--- config.mk ---
export PLATFORM = sky130hd
export DESIGN_NAME = fifo_rdy_sync
export DESIGN_NICKNAME = d
export VERILOG_FILES = /design/src/rtl/fifo_pkg.sv /design/src/rtl/fifo_ram.sv /design/src/rtl/fifo_rdy_sync.sv
export SDC_FILE = /design/constraint.sdc
export NUM_CORES = 1
export LEC_CHECK = 0
export CORE_MARGIN = 3
export CORE_UTILIZATION = 35
export CTS_BUF_LIST = sky130_fd_sc_hd__clkbuf_8 sky130_fd_sc_hd__clkbuf_16
export DETAILED_ROUTE_END_ITERATION = 8
export REMOVE_ABC_BUFFERS = 1
export SLEW_MARGIN = 20
export SYNTH_ARGS = -nofsm -noshare
export SYNTH_HDL_FRONTEND = slang
export SYNTH_SLANG_ARGS = --single-unit
--- constraint.sdc ---
create_clock -name clk -period 8.95 [get_ports clk]
set_clock_uncertainty 0.05 [all_clocks]
set_input_delay 2.685 -clock clk [delete_from_list [all_inputs] [get_ports clk]]
set_output_delay 2.685 -clock clk [all_outputs]
set_load 0.05 [all_outputs]
--- src/rtl/fifo_pkg.sv ---
// fifo_pkg: shared definitions for the single-clock ready/valid FIFO.
// Holds default configuration values, the default pointer type and the
// pointer full/empty compare helpers used by fifo_rdy_sync.
// Optional feature macro used by the top: FIFO_PEAK_EN (high-water mark).
package fifo_pkg;

  localparam int unsigned ADDRB_DEF = 5;
  localparam int unsigned WID_DEF   = 32;
  localparam int unsigned CHK_DEF   = 2;

  // Pointer for the default depth: ADDRB address bits plus one wrap bit.
  localparam int unsigned PTR_W_DEF = ADDRB_DEF + 1;
  typedef logic [PTR_W_DEF-1:0] ptr_t;

  // Compare container wide enough for any supported ADDRB; callers zero-extend.
  typedef logic [31:0] ptr_cmp_t;

  // Full: address bits equal, wrap bits differ, i.e. XOR is exactly the wrap bit.
  function automatic logic ptr_full(input ptr_cmp_t wp, input ptr_cmp_t rp,
                                    input int unsigned addrb);
    return (wp ^ rp) == (ptr_cmp_t'(1) << addrb);
  endfunction

  // Empty: both pointers identical, wrap bit included.
  function automatic logic ptr_empty(input ptr_cmp_t wp, input ptr_cmp_t rp);
    return wp == rp;
  endfunction

endpackage

--- src/rtl/fifo_ram.sv ---
// fifo_ram: DEP x WID storage for fifo_rdy_sync.
// Ports:
//   clk   - clock
//   i_we  - write enable
//   i_wa  - write address
//   i_wd  - write data
//   i_ra  - read address
//   o_rd  - read data (asynchronous, mem[i_ra])
// The array has no reset; contents are only meaningful once written.
module fifo_ram #(
  parameter int unsigned ADDRB = 5,
  parameter int unsigned WID   = 32
) (
  input  logic             clk,
  input  logic             i_we,
  input  logic [ADDRB-1:0] i_wa,
  input  logic [WID-1:0]   i_wd,
  input  logic [ADDRB-1:0] i_ra,
  output logic [WID-1:0]   o_rd
);

  localparam int unsigned DEP = 1 << ADDRB;

  logic [WID-1:0] r_mem [DEP];

  always_ff @(posedge clk) begin
    if (i_we) begin
      r_mem[i_wa] <= i_wd;
    end
  end

  assign o_rd = r_mem[i_ra];

endmodule

--- src/rtl/fifo_rdy_sync.sv ---
// fifo_rdy_sync: single-clock first-word-fall-through ready/valid FIFO.
// Ports:
//   clk, rst   - clock, synchronous active-high reset
//   fifowr     - write strobe, fifodi write data
//   fifoget    - pop head entry
//   flush      - synchronous clear of contents (below rst, above wr/get)
//   reqen      - enable for fifordy
//   fifodout   - head data, valid while fifovld
//   fifovld    - non-empty
//   fifordy    - reqen && free entries >= CHK
//   fifofull   - occupancy == DEP
//   fifoafull  - occupancy >= AFTHR
//   fifowrerr  - one-cycle pulse after a write while full
//   fiforderr  - one-cycle pulse after a get while empty
//   fifolen    - occupancy 0..DEP
//   fifopeak   - high-water mark of fifolen (only with FIFO_PEAK_EN)
// Macro: FIFO_PEAK_EN adds the fifopeak output and its register.
module fifo_rdy_sync
  import fifo_pkg::*;
#(
  parameter int unsigned ADDRB = ADDRB_DEF,
  parameter int unsigned WID   = WID_DEF,
  parameter int unsigned CHK   = CHK_DEF,
  parameter int unsigned AFTHR = (1 << ADDRB) - 4
) (
  input  logic           clk,
  input  logic           rst,
  input  logic           fifowr,
  input  logic [WID-1:0] fifodi,
  input  logic           fifoget,
  input  logic           flush,
  input  logic           reqen,
  output logic [WID-1:0] fifodout,
  output logic           fifovld,
  output logic           fifordy,
  output logic           fifofull,
  output logic           fifoafull,
  output logic           fifowrerr,
  output logic           fiforderr,
  output logic [ADDRB:0] fifolen
`ifdef FIFO_PEAK_EN
  ,
  output logic [ADDRB:0] fifopeak
`endif
);

  localparam logic [ADDRB:0] DEP_V   = {1'b1, {ADDRB{1'b0}}};
  localparam logic [ADDRB:0] CHK_V   = CHK[ADDRB:0];
  localparam logic [ADDRB:0] AFTHR_V = AFTHR[ADDRB:0];
  localparam logic [ADDRB:0] PONE    = {{ADDRB{1'b0}}, 1'b1};

  logic [ADDRB:0] r_wrptr, r_rdptr, r_len;
  logic [ADDRB:0] w_wrptr_d, w_rdptr_d, w_len_d;
  logic           r_wrerr, r_rderr;
  logic           r_rdy_en;
  logic           w_full, w_empty;
  logic           w_wr_acc, w_get_acc;
  logic [ADDRB:0] w_free;

  assign w_full  = ptr_full(ptr_cmp_t'(r_wrptr), ptr_cmp_t'(r_rdptr), ADDRB);
  assign w_empty = ptr_empty(ptr_cmp_t'(r_wrptr), ptr_cmp_t'(r_rdptr));

  // A write while full is dropped even if a get frees a slot this cycle.
  assign w_wr_acc  = fifowr && !w_full;
  assign w_get_acc = fifoget && !w_empty;

  always_comb begin
    w_wrptr_d = r_wrptr;
    w_rdptr_d = r_rdptr;
    w_len_d   = r_len;
    if (flush) begin
      w_wrptr_d = '0;
      w_rdptr_d = '0;
      w_len_d   = '0;
    end else begin
      if (w_wr_acc) begin
        w_wrptr_d = r_wrptr + PONE;
      end
      if (w_get_acc) begin
        w_rdptr_d = r_rdptr + PONE;
      end
      case ({w_wr_acc, w_get_acc})
        2'b10:   w_len_d = r_len + PONE;
        2'b01:   w_len_d = r_len - PONE;
        default: w_len_d = r_len;
      endcase
    end
  end

  always_ff @(posedge clk) begin
    if (rst) begin
      r_wrptr  <= '0;
      r_rdptr  <= '0;
      r_len    <= '0;
      r_wrerr  <= 1'b0;
      r_rderr  <= 1'b0;
      r_rdy_en <= 1'b0;
    end else begin
      r_wrptr  <= w_wrptr_d;
      r_rdptr  <= w_rdptr_d;
      r_len    <= w_len_d;
      r_wrerr  <= !flush && fifowr && w_full;
      r_rderr  <= !flush && fifoget && w_empty;
      r_rdy_en <= 1'b1;
    end
  end

  fifo_ram #(
    .ADDRB (ADDRB),
    .WID   (WID)
  ) u_ram (
    .clk  (clk),
    .i_we (w_wr_acc && !flush && !rst),
    .i_wa (r_wrptr[ADDRB-1:0]),
    .i_wd (fifodi),
    .i_ra (r_rdptr[ADDRB-1:0]),
    .o_rd (fifodout)
  );

  // Status comes from registered occupancy only; r_rdy_en holds fifordy low
  // through the reset cycle regardless of reqen.
  assign w_free    = DEP_V - r_len;
  assign fifovld   = !w_empty;
  assign fifofull  = w_full;
  assign fifoafull = r_len >= AFTHR_V;
  assign fifordy   = reqen && r_rdy_en && (w_free >= CHK_V);
  assign fifowrerr = r_wrerr;
  assign fiforderr = r_rderr;
  assign fifolen   = r_len;

`ifdef FIFO_PEAK_EN
  logic [ADDRB:0] r_peak;

  // Flush forces w_len_d to zero, so max() alone cannot clear the mark.
  always_ff @(posedge clk) begin
    if (rst || flush) begin
      r_peak <= '0;
    end else if (w_len_d > r_peak) begin
      r_peak <= w_len_d;
    end
  end

  assign fifopeak = r_peak;
`else
  // No high-water tracking in this build.
`endif

endmodule

# ---- Word-level counts from Yosys, hierarchy flattened
# Memories as Yosys holds them, arrays and structs flattened. A register that Yosys moved wholly into a read port is not among the register bits.
# Cells that the tools add are included.
dict set report totals {
  register_bits 21
  ram_bits 1024
  input_bits 38
  output_inout_bits 44
  wordCells 41
  memories 1
}
dict set report op_classes {
  add_sub_neg 5
  magnitude_cmp 2
  eq_ne 4
  muxes 6
  bitwise 1
  reduce_logical 16
}
# name words word_bits rd rd_clocked_by_memory_dff write_ports line_no
set mem_list {}
lappend mem_list {u_ram.r_mem 32 32 1 1 1 fifo_ram.sv:24} ;# logic [WID-1:0] r_mem [DEP];
# operator count
set op_table {}
lappend op_table {{$add 6x1->6 const B} 3}
lappend op_table {{$pmux 6 s2} 1}
lappend op_table {{$logic_and 1x1->1} 10}
lappend op_table {{$mux 5} 2}
lappend op_table {{$eq 6x6->1} 1}
lappend op_table {{$eq 6x6->1 const B} 1}
lappend op_table {{$ge 6x2->1 const B} 1}
lappend op_table {{$ge 6x5->1 const B} 1}
lappend op_table {{$sub 6x1->6 const B} 1}
lappend op_table {{$sub 6x6->6 const A} 1}
lappend op_table {{$xor 6x6->6} 1}
lappend op_table {{$logic_not 1->1} 4}
lappend op_table {{$mux 1} 3}
lappend op_table {{$eq 2x1->1 const B} 1}
lappend op_table {{$eq 2x2->1 const B} 1}
lappend op_table {{$reduce_bool 2->1} 1}
lappend op_table {{$reduce_or 2->1} 1}

# ---- Longest topological paths before layout
dict set report logic_depth {
  ltp_word 8
  mapped_depth 13
  depth_no_buf 13
}

# ---- Modules after synthesis
# From an unflattened synthesis, not the netlist that was laid out.
dict set report hier_totals {
  cells_unflattened 2372
  hier_area_um2 41081.9
}
# module instances cells_per_inst area_each_um2
set by_module_without_submodules {}
lappend by_module_without_submodules {fifo_ram 1 2228 39844.5}
lappend by_module_without_submodules {fifo_rdy_sync 1 144 1237.4}

# ---- Worst setup path after synthesis
# OpenSTA, ideal clock, no wires.
dict set report synth_timing {
  kind {input port to output port}
  start {input port reqen}
  end {output port fifordy}
  arrival_ns 3.531
  path_slack_ns 2.684
  stages 2
  n_path_buf 0
  path_cell_list {nand2_1 -> a31oi_1}
}
dict set report synth_via {
  elab_chain_cells 2
}
# item line_no
set synth_lines {}
lappend synth_lines {{start, declared} fifo_rdy_sync.sv:32} ;# input logic reqen,
lappend synth_lines {{$logic_and 1x1->1 (2 in series)} fifo_rdy_sync.sv:126} ;# assign fifordy = reqen && r_rdy_en && (w_free >= CHK_V);
lappend synth_lines {{end, declared} fifo_rdy_sync.sv:35} ;# output logic fifordy,
# No other way between the ends.

==> results.yml <==
clocking:
  cts_buffers: 102
  postCtsSetupRepairBufs: 0
  clock_tree.buffer_depth: 3
  htreeDepth: 3
  cts_hold_buf: 0
  clock-sinks: 1050
  clk_pin_slew_ps: 60
  ctsRootBufferMaster: "clkbuf_16"
  ctsResizeCount: 0
  clock_latency_ps: 670
  tritoncts: "done"
sta:
  setup_violations: 0
  worst_slew_pin_slew_ps: 1171
  relSlewSlack_pct: 21.74
  finalWorstSetupSlack_ps: 1701
  max_freq_mhz: 138.0
  drv_slew: 0
  rsz0062_at_grt: "false"
  hold_viol_final: 0
  period_minus_slack_ps: 7249
  finalCritPeriodShare_pct: 80.99
layout:
  fillers: 10150
  final_area_um2: 47010
  register_area_um2: 31280
  syn_to_final_growth_pct: 15.05
  fin_cells: 3869
  multiInputGateArea_um2: 9185
  drive_above_1_share_pct: 17.28
  nets: 2328
critical_path:
  critPathCaptureType: "output pin"
  cp.required_ps: 6220
  critical-path-max-stage-delay_ps: 1050
  crit_path_start_kind: "flip-flop"
  slowest_stage: "and2_4"
  crit_type: "reg -> out"
  arrival_ps: 4510
  crit_chain: "buf_4 > and2_4 > a21oi_1 > nand3_1 > nand4_1 > clkdlybuf4s50_1"
  worstPathMaxFanout: 64
placement:
  pre_cts_slack_ps: 2047
  dp_hpwl_um: 54020
  portBuffers: 81
  post-place-cells: 3684
  post_dp_cell_area_um2: 43750
  gp_congestion: 0.7470
synth:
  synthXorXnorAreaFrac_pct: 0.3429
  synth_edf_count: 1024
  synth_compound_area_share_pct: 4.587
  yosys.area.top_type: "edfxtp_1"
  synthArstFlopShare_pct: 0
  muxShareOfSynthArea_pct: 11.88
  yosysWarnings: 0
  syn_inst: 2153
  synth-simple-area-share_pct: 4.553
  synth_flop_cell: "edfxtp_1"
  syn_area_um2: 40860
  synthDominantCellAreaShare_pct: 75.25
  synth-seq-cells: 1050
  synth_fa_ha_area_share_pct: 0.4164
  ys_seq_area_share_pct: 76.53
  avgSynthCellArea_um2: 18.98
  synth.area.top_cells: "edfxtp_1 (75%), mux4_2 (7.1%), mux2i_1 (4.8%)"
  yosysUniqueCellTypes: 48
  yosys-top-cells-count: "edfxtp_1 (1024), mux2i_1 (197), nor2b_1 (130)"
  synth_top_family_by_area: "multiplexers"
  yosys.cell_count.top_type: "edfxtp_1"
route:
  drtPass1Iterations: 5
  wl_um: 102300
  vias: 20870
  drc: 0
  vias_per_cell: 5.395
  ant_nets: 0
  routedWlPerCell_um: 26.44
  drt_first_iter_violations: 2262
power:
  p_leak_nw: 14.08
  worst_ir_drop_vdd_mv: 0.1440
  powerDensity_nw_per_um2: 208.2
  p_total_w: 0.009785
global_routing:
  grt_pass1_wl_um: 147500
  grt_start_max_net_pins: 97
  met2_usage_pct: 27.07
  use_met3_pct: 3.572
  grtUsageMet1_pct: 23.03
  grt_pass1_vias: 21120
  top_usage_layer: "met2"
  track_usage_pct: 16.73
  grt_overflow_total: 0
  antenna_found_initial: 4
die:
  ios: 82
  die_h_um: 347.7
  rows: 124
  die_area_um2: 120900
  core-area_um2: 115100
  initial_core_util_pct: 35.49
  chipWidth_um: 347.7
worst_hold_path:
  hold_path_class: "reg -> reg"
status:
  status: "complete, no violations"
job:
  max_cap_violations: 0
-- flip-flops by register name (all words and copies together) (netlist names), named ones only --
register     count
fifolen          6
fifowrerr        1
u_ram.r_mem   1024
r_rdy_en         1
r_wrptr          6
fiforderr        1
r_rdptr          6
-- metal layers --
layer,wire length (um),up-vias
met5,20,-
met4,2092,2
met3,7342,138
met2,49000,760
met1,43830,11010
li1,-,8964
-- power by group --
group	switching (W)	leakage, nW	internal, W	total [W]
registers	0.00000376	9.42	0.00540	0.00540
clock network	0.00179	1.68	0.00242	0.00421
logic	0.000132	2.98	0.0000414	0.000173
-- per-stage QoR --
step	hold slack [ps]	util, %	setup TNS, ps
final	503.5	40.84	0
after global routing	551.0	40.83	0
after CTS	509.7	40.84	0
after detailed placement	501.0	38.00	0
after global placement	487.8	37.94	0
after floorplan	444.9	-	-233550
-- worst max-delay path: cells and delay by family, from the launching register on --
| family | cells | cell delay (ps) |
|---|---|---|
| buffers and inverters | 2 | 1550 |
| AO/OA/AOI/OAI | 1 | 150 |
| flip-flops | 1 | 600 |
| AND/OR/NAND/NOR | 3 | 1490 |
-- layout make-up --
cell class	count	share of cell area [%]
Clock inverter	78	1.421
Antenna cell	2	0.01065
Multi-Input combinational cell	974	19.54
Tap cell	1512	4.024
Timing Repair Buffer	138	2.848
Sequential cell	1050	66.53
Inverter	11	0.08783
Clock buffer	104	5.536
-- kinds of logic after synthesis --
family | after synthesis
buffers and inverters | 129
adders and majority gates | 13
xor gates and xnor gates | 16
muxes | 325
and+or+nand+nor | 335
DFF | 1050
AOI/OAI and AO/OA | 285
-- final timing paths --
check / start / end / slack (ps) / cells past startpoint
hold / removal: r_wrptr[0]$_SDFFE_PP0P_ / r_wrptr[0]$_SDFFE_PP0P_ / 500 / 2
setup / recovery: flip-flop / fifodout[1] / 1700 / 6
setup reg to reg: r_wrptr[4]$_SDFFE_PP0P_ / u_ram.r_mem[21][7]$_DFFE_PP_ / 4970 / 6
hold reg to reg: r_wrptr[0]$_SDFFE_PP0P_ / r_wrptr[0]$_SDFFE_PP0P_ / 500 / 2
-- cells in the final DEF (no fill, tap or decap), drive strengths merged, types with 3 or more instances in the layout --
| master | instances |
|---|---|
| or3b | 3 |
| xor2 | 8 |
| a22oi | 64 |
| bufinv | 11 |
| a31oi | 3 |
| xnor2 | 8 |
| nand3 | 66 |
| mux4 | 128 |
| nand3b | 4 |
| edfxtp | 1024 |
| dfxtp | 26 |
| ha | 12 |
| buf | 65 |
| nand2 | 24 |
| o21ai | 6 |
| clkinv | 39 |
| nor2 | 53 |
| clkinvlp | 4 |
| clkdlybuf4s50 | 73 |
| a21oi | 137 |
| inv | 35 |
| a211oi | 65 |
| nand4 | 39 |
| nor2b | 130 |
| clkbuf | 104 |
| mux2i | 197 |
| and3 | 3 |
Note: power is estimated with default switching activity, not from simulation.
